===== src/rtl/attention_pkg.sv =====
// Shared types for the attention datapath control blocks.
// Holds the state encoding of the matmul engine arbiter.
package attention_pkg;

  typedef enum logic [1:0] {
    IDLE    = 2'd0,
    GRANT   = 2'd1,
    WAIT    = 2'd2,
    RELEASE = 2'd3
  } arb_state_t;

endpackage


===== src/rtl/matmul_arbiter_rr_pick.sv =====
// Round-robin winner selection for the matmul arbiter.
// Purely combinational: the search begins just after last_owner, wraps
// modulo NUM_REQ, and the first asserted request bit wins.
module rr_pick #(
  parameter int NUM_REQ = 4
) (
  input  logic [NUM_REQ-1:0]         req,
  input  logic [$clog2(NUM_REQ)-1:0] last_owner,
  output logic                       valid,
  output logic [NUM_REQ-1:0]         onehot,
  output logic [$clog2(NUM_REQ)-1:0] index
);

  localparam int IDX_W = $clog2(NUM_REQ);

  logic [IDX_W-1:0] pos;

  // Scan from the farthest offset back to the nearest so the nearest set bit after last_owner overrides
  always_comb begin
    valid  = 1'b0;
    onehot = '0;
    index  = '0;
    pos    = '0;
    for (int off = NUM_REQ; off >= 1; off--) begin
      pos = IDX_W'((int'(last_owner) + off) % NUM_REQ);
      if (req[pos]) begin
        valid       = 1'b1;
        onehot      = '0;
        onehot[pos] = 1'b1;
        index       = pos;
      end
    end
  end

endmodule


===== src/rtl/matmul_arbiter.sv =====
// Round-robin arbiter sharing one matmul_array engine among NUM_REQ requesters.
// Sequence per transaction: IDLE -> GRANT (mm_start pulse) -> WAIT (for mm_done)
// -> RELEASE (req_done pulse to the owner) -> IDLE.
// Optional feature: define ARB_TIMEOUT_EN to add a WAIT-state watchdog that
// forces RELEASE with a timeout pulse after TIMEOUT_CYCLES cycles without mm_done.
module matmul_arbiter
  import attention_pkg::*;
#(
  parameter int NUM_REQ        = 4,
  parameter int TIMEOUT_CYCLES = 1024
) (
  input  logic                       clk,
  input  logic                       rst_n,
  input  logic [NUM_REQ-1:0]         req,
  output logic [NUM_REQ-1:0]         grant,
  output logic [NUM_REQ-1:0]         req_done,
  output logic                       mm_start,
  input  logic                       mm_done,
  output logic [$clog2(NUM_REQ)-1:0] mm_sel,
  output logic                       busy,
  output logic                       timeout
);

  localparam int IDX_W = $clog2(NUM_REQ);

  arb_state_t         state_q, state_d;
  logic [NUM_REQ-1:0] grant_q, grant_d;
  logic [IDX_W-1:0]   sel_q, sel_d;
  logic [IDX_W-1:0]   last_owner_q, last_owner_d;

  logic               pick_valid;
  logic [NUM_REQ-1:0] pick_onehot;
  logic [IDX_W-1:0]   pick_index;
  logic               wd_fire;

  rr_pick #(
    .NUM_REQ (NUM_REQ)
  ) u_rr_pick (
    .req        (req),
    .last_owner (last_owner_q),
    .valid      (pick_valid),
    .onehot     (pick_onehot),
    .index      (pick_index)
  );

`ifdef ARB_TIMEOUT_EN
  localparam int WD_W = $clog2(TIMEOUT_CYCLES + 1);

  logic [WD_W-1:0] wdog_q;
  logic            timeout_q;

  // Watchdog counts WAIT cycles, restarting on every entry into WAIT
  always_ff @(posedge clk or negedge rst_n) begin
    if (!rst_n) begin
      wdog_q <= '0;
    end else if (state_q == GRANT) begin
      wdog_q <= '0;
    end else if (state_q == WAIT) begin
      wdog_q <= wdog_q + 1'b1;
    end
  end

  // Fire on the WAIT cycle that brings the count to TIMEOUT_CYCLES; a same-cycle mm_done takes priority
  assign wd_fire = (state_q == WAIT) && !mm_done && (wdog_q == WD_W'(TIMEOUT_CYCLES - 1));

  // Timeout pulse is registered so it lines up with the RELEASE cycle and req_done
  always_ff @(posedge clk or negedge rst_n) begin
    if (!rst_n) begin
      timeout_q <= 1'b0;
    end else begin
      timeout_q <= wd_fire;
    end
  end

  assign timeout = timeout_q;
`else
  assign wd_fire = 1'b0;
  assign timeout = 1'b0;
`endif

  // State, owner and round-robin pointer registers
  always_ff @(posedge clk or negedge rst_n) begin
    if (!rst_n) begin
      state_q      <= IDLE;
      grant_q      <= '0;
      sel_q        <= '0;
      last_owner_q <= IDX_W'(NUM_REQ - 1);
    end else begin
      state_q      <= state_d;
      grant_q      <= grant_d;
      sel_q        <= sel_d;
      last_owner_q <= last_owner_d;
    end
  end

  // Next-state logic: latch the winner in IDLE, hold ownership until RELEASE hands it back
  always_comb begin
    state_d      = state_q;
    grant_d      = grant_q;
    sel_d        = sel_q;
    last_owner_d = last_owner_q;
    case (state_q)
      IDLE: begin
        if (pick_valid) begin
          grant_d = pick_onehot;
          sel_d   = pick_index;
          state_d = GRANT;
        end
      end
      GRANT: begin
        state_d = WAIT;
      end
      WAIT: begin
        if (mm_done || wd_fire) begin
          state_d = RELEASE;
        end
      end
      RELEASE: begin
        last_owner_d = sel_q;
        grant_d      = '0;
        state_d      = IDLE;
      end
      default: begin
        grant_d = '0;
        state_d = IDLE;
      end
    endcase
  end

  assign grant    = grant_q;
  assign mm_sel   = sel_q;
  assign mm_start = (state_q == GRANT);
  assign req_done = (state_q == RELEASE) ? grant_q : '0;
  assign busy     = (state_q != IDLE);

endmodule


===== config.mk =====
export PLATFORM = sky130hd
export DESIGN_NAME = matmul_arbiter
export DESIGN_NICKNAME = d
export VERILOG_FILES = /design/src/rtl/attention_pkg.sv /design/src/rtl/matmul_arbiter_rr_pick.sv /design/src/rtl/matmul_arbiter.sv
export SDC_FILE = /design/constraint.sdc
export NUM_CORES = 1
export LEC_CHECK = 0
export CORE_MARGIN = 8
export CORE_UTILIZATION = 50
export DETAILED_ROUTE_END_ITERATION = 6
export PLACE_DENSITY = 0.8
export SLEW_MARGIN = 5
export SYNTH_ARGS = -nofsm -noshare
export SYNTH_HDL_FRONTEND = slang
export SYNTH_SLANG_ARGS = --single-unit

===== constraint.sdc =====
create_clock -name clk -period 4.3 [get_ports clk]
set_input_delay 0.43 -clock clk [delete_from_list [all_inputs] [get_ports clk]]
set_output_delay 0.43 -clock clk [all_outputs]
set_load 0.005 [all_outputs]

==> results_dict.tcl <==
set metrics [dict create \
    tritoncts "done" \
    tns_ps 0 \
    wl_microns 2110 \
    wl_per_cell_microns 14.3 \
    crit_top_cell "inv_1" \
    syn_area_sq_um 926 \
    io_buffers 18 \
    period_needed_ps 2320 \
    crit_path_max_fanout 11 \
    slew_headroom_pct 64.8 \
    gp_congestion 0.891 \
    cp_slowest_stage_delay_ps 670 \
    rsz0062_at_grt "false" \
    antenna_left 0 \
    path_class "reg2reg" \
    seqCellArea_sq_um 253 \
    core_region_area_sq_um 1730 \
    final.period_utilization_pct 54.0 \
    fill_cells 164 \
    synth.largest_area_cell "dfrtp_1" \
    clk_pin_slew_ps 70 \
    diodes 0 \
    path_depth 7 \
    yosysSeqAreaShare_pct 27.3 \
    path_buf_inv 2 \
    path_cells "inv_1, ha_1, inv_1, mux2i_2, nor2_2, a221oi_1, o21ai_1" \
    track_usage_pct 12.6 \
    syn_nets 124 \
    die_h_microns 59.0 \
    cts_buffers 3 \
    drv_cap 0 \
    synth_warnings 0 \
    drc 0 \
    holdBufCountCts 0 \
    cts_sinks 10 \
    skew_ps 4.88 \
    synth.distinct_cells 35 \
    report.final.slew_viol_count 0 \
    ff2ff_path_depth 7 \
    cts-resized-gates 0 \
    area_growth_pct 21.5 \
    grt_pass1_vias 786 \
    multi_input_area_sq_um 608 \
    insertion_delay_ps 270 \
    dieArea_sq_um 3480 \
    row_count 15 \
    synthArstFlopShare_pct 100 \
    ir_worst_vdd_v 0.000395 \
    syn_inst 106 \
    synth-seq-cells 10 \
    synth-edff-count 0 \
    crit_slowest_cell "dfstp_2" \
    critPathTopFamily "flip-flops" \
    synth_top_cells_by_area "dfrtp_1, ha_1, nand2_1, dfstp_2, o21ai_1" \
    grt_pass1_wl_microns 3480 \
    grt_max_degree 13 \
    vias_per_cell 5.57 \
    vias 824 \
    drt_iter0_markers 24 \
    synthFlopType "dfrtp_1" \
    postCtsSetupRepairBufs 0 \
    hold_viol_final 0 \
    antenna_found_initial 0 \
    power.density_nw_per_um2 698 \
    leakage_nw 0.477 \
    outcome "finished, final reports clean" \
    avgSynthCellArea_sq_um 8.73 \
    dr.pass1.iters 4 \
    grt.overflow.total 0 \
    stdcell_count 148 \
    setup_violations 0 \
    clockBufferDepth 2 \
    h-tree-depth 1 \
    whs_ps 474 \
    synth_top_area_share_pct 21.6 \
    min_path_type "in2async" \
    start_util_pct 53.6 \
    dieWidth_microns 59.0 \
    layout-drive-gt1-share_pct 13.0 \
    startpoint_type "register" \
    ctsRootBufferMaster "clkbuf_4" \
    post-place-cells 144 \
    critPathCaptureType "register" \
    fin_nets 142 \
    arrival_ps 2460 \
    fmax_ghz 0.430 \
    worst_slew_pin_slew_ps 522 \
    ios 20 \
    worstPathRequired_ps 4440 \
]
## logic make-up (layout without fill, tap and decap cells)
kind of cell / count (synthesis) / after routing / share of synthesized area [%]
simple gates: 35 / 35 / 18.1
compound gates: 31 / 31 / 21.6
buf+inv: 12 / 29 / 7.03
fa+ha+maj: 11 / 11 / 14.9
flops: 10 / 10 / 27.3
mux: 6 / 6 / 10.7
other cells: 1 / 1 / 0.405
## per-stage QoR
step / power [W] / setup slack (ps) / area, sq um / utilization [%]
floorplan: 0.000559 / 2230 / 926 / -
global placement: 0.000691 / 2130 / 1100 / 63.6
detailed placement: 0.000716 / 1940 / 1100 / 63.6
CTS: 0.000786 / 1960 / 1120 / 65.1
global route: 0.000855 / 1830 / 1120 / 65.1
finish: 0.000785 / 1980 / 1120 / 65.1
## synthesized netlist by cell type (2+ instances only)
library cell   n
inv_1          5
nor3_1         3
o21ai_0        7
a21oi_1        4
o211ai_1       3
o21ai_1        8
mux2_4         2
nor2_1         3
and2_1         4
a221oi_1       4
dfstp_2        2
ha_1          11
nand2_1       19
inv_2          2
buf_6          2
dfrtp_1        8
## flip-flops by register name, indices dropped and copies added (netlist names)
signal        flops
mm_sel            2
last_owner_q      2
grant             4
state_q           2
## power breakdown
group	total [W]	internal (W)	switching, W
Sequential	0.000201	0.000144	0.0000572
Combinational	0.000516	0.000248	0.000268
Clock	0.0000677	0.0000359	0.0000319
## cells in the final DEF (no fill, tap or decap), drive strengths merged, types with 3 or more instances in the layout
cell           instances
nand2                 19
o21ai                 15
clkbuf                 4
and2                   4
clkdlybuf4s50         18
o211ai                 3
mux2i                  3
nor3                   3
a21oi                  4
inv                    7
nor2                   4
ha                    11
a221oi                 4
dfrtp                  8
## path summary, 6_finish.rpt
check	slack (ps)	end	from
max	1980	grant[0]$_DFFE_PN0P_	last_owner_q[0]$_DFFE_PN1P_
min	470	grant[3]$_DFFE_PN0P_	rst_n
max reg2reg	1980	grant[0]$_DFFE_PN0P_	last_owner_q[0]$_DFFE_PN1P_
min reg2reg	510	grant[3]$_DFFE_PN0P_	grant[3]$_DFFE_PN0P_
max in group asynchronous	3480	last_owner_q[0]$_DFFE_PN1P_	rst_n
min in group clk	510	grant[3]$_DFFE_PN0P_	grant[3]$_DFFE_PN0P_
## routing by layer
layer,part of all wire [%],GRT usage (%),vias to the layer above
li1,-,-,409
met1,41,13.2,381
met2,48,21.5,28
met3,9.1,6.07,6
met4,1.8,4.44,0
met5,0,0,-
## cell type report
class | instances | area share, %
Sequential cell | 10 | 22.5
Tap cell | 25 | 2.78
Clock buffer | 4 | 2.34
Inverter | 7 | 2.34
Multi-Input combinational cell | 84 | 54.1
Timing Repair Buffer | 18 | 16.0
Power figures use the tool's default switching activity.
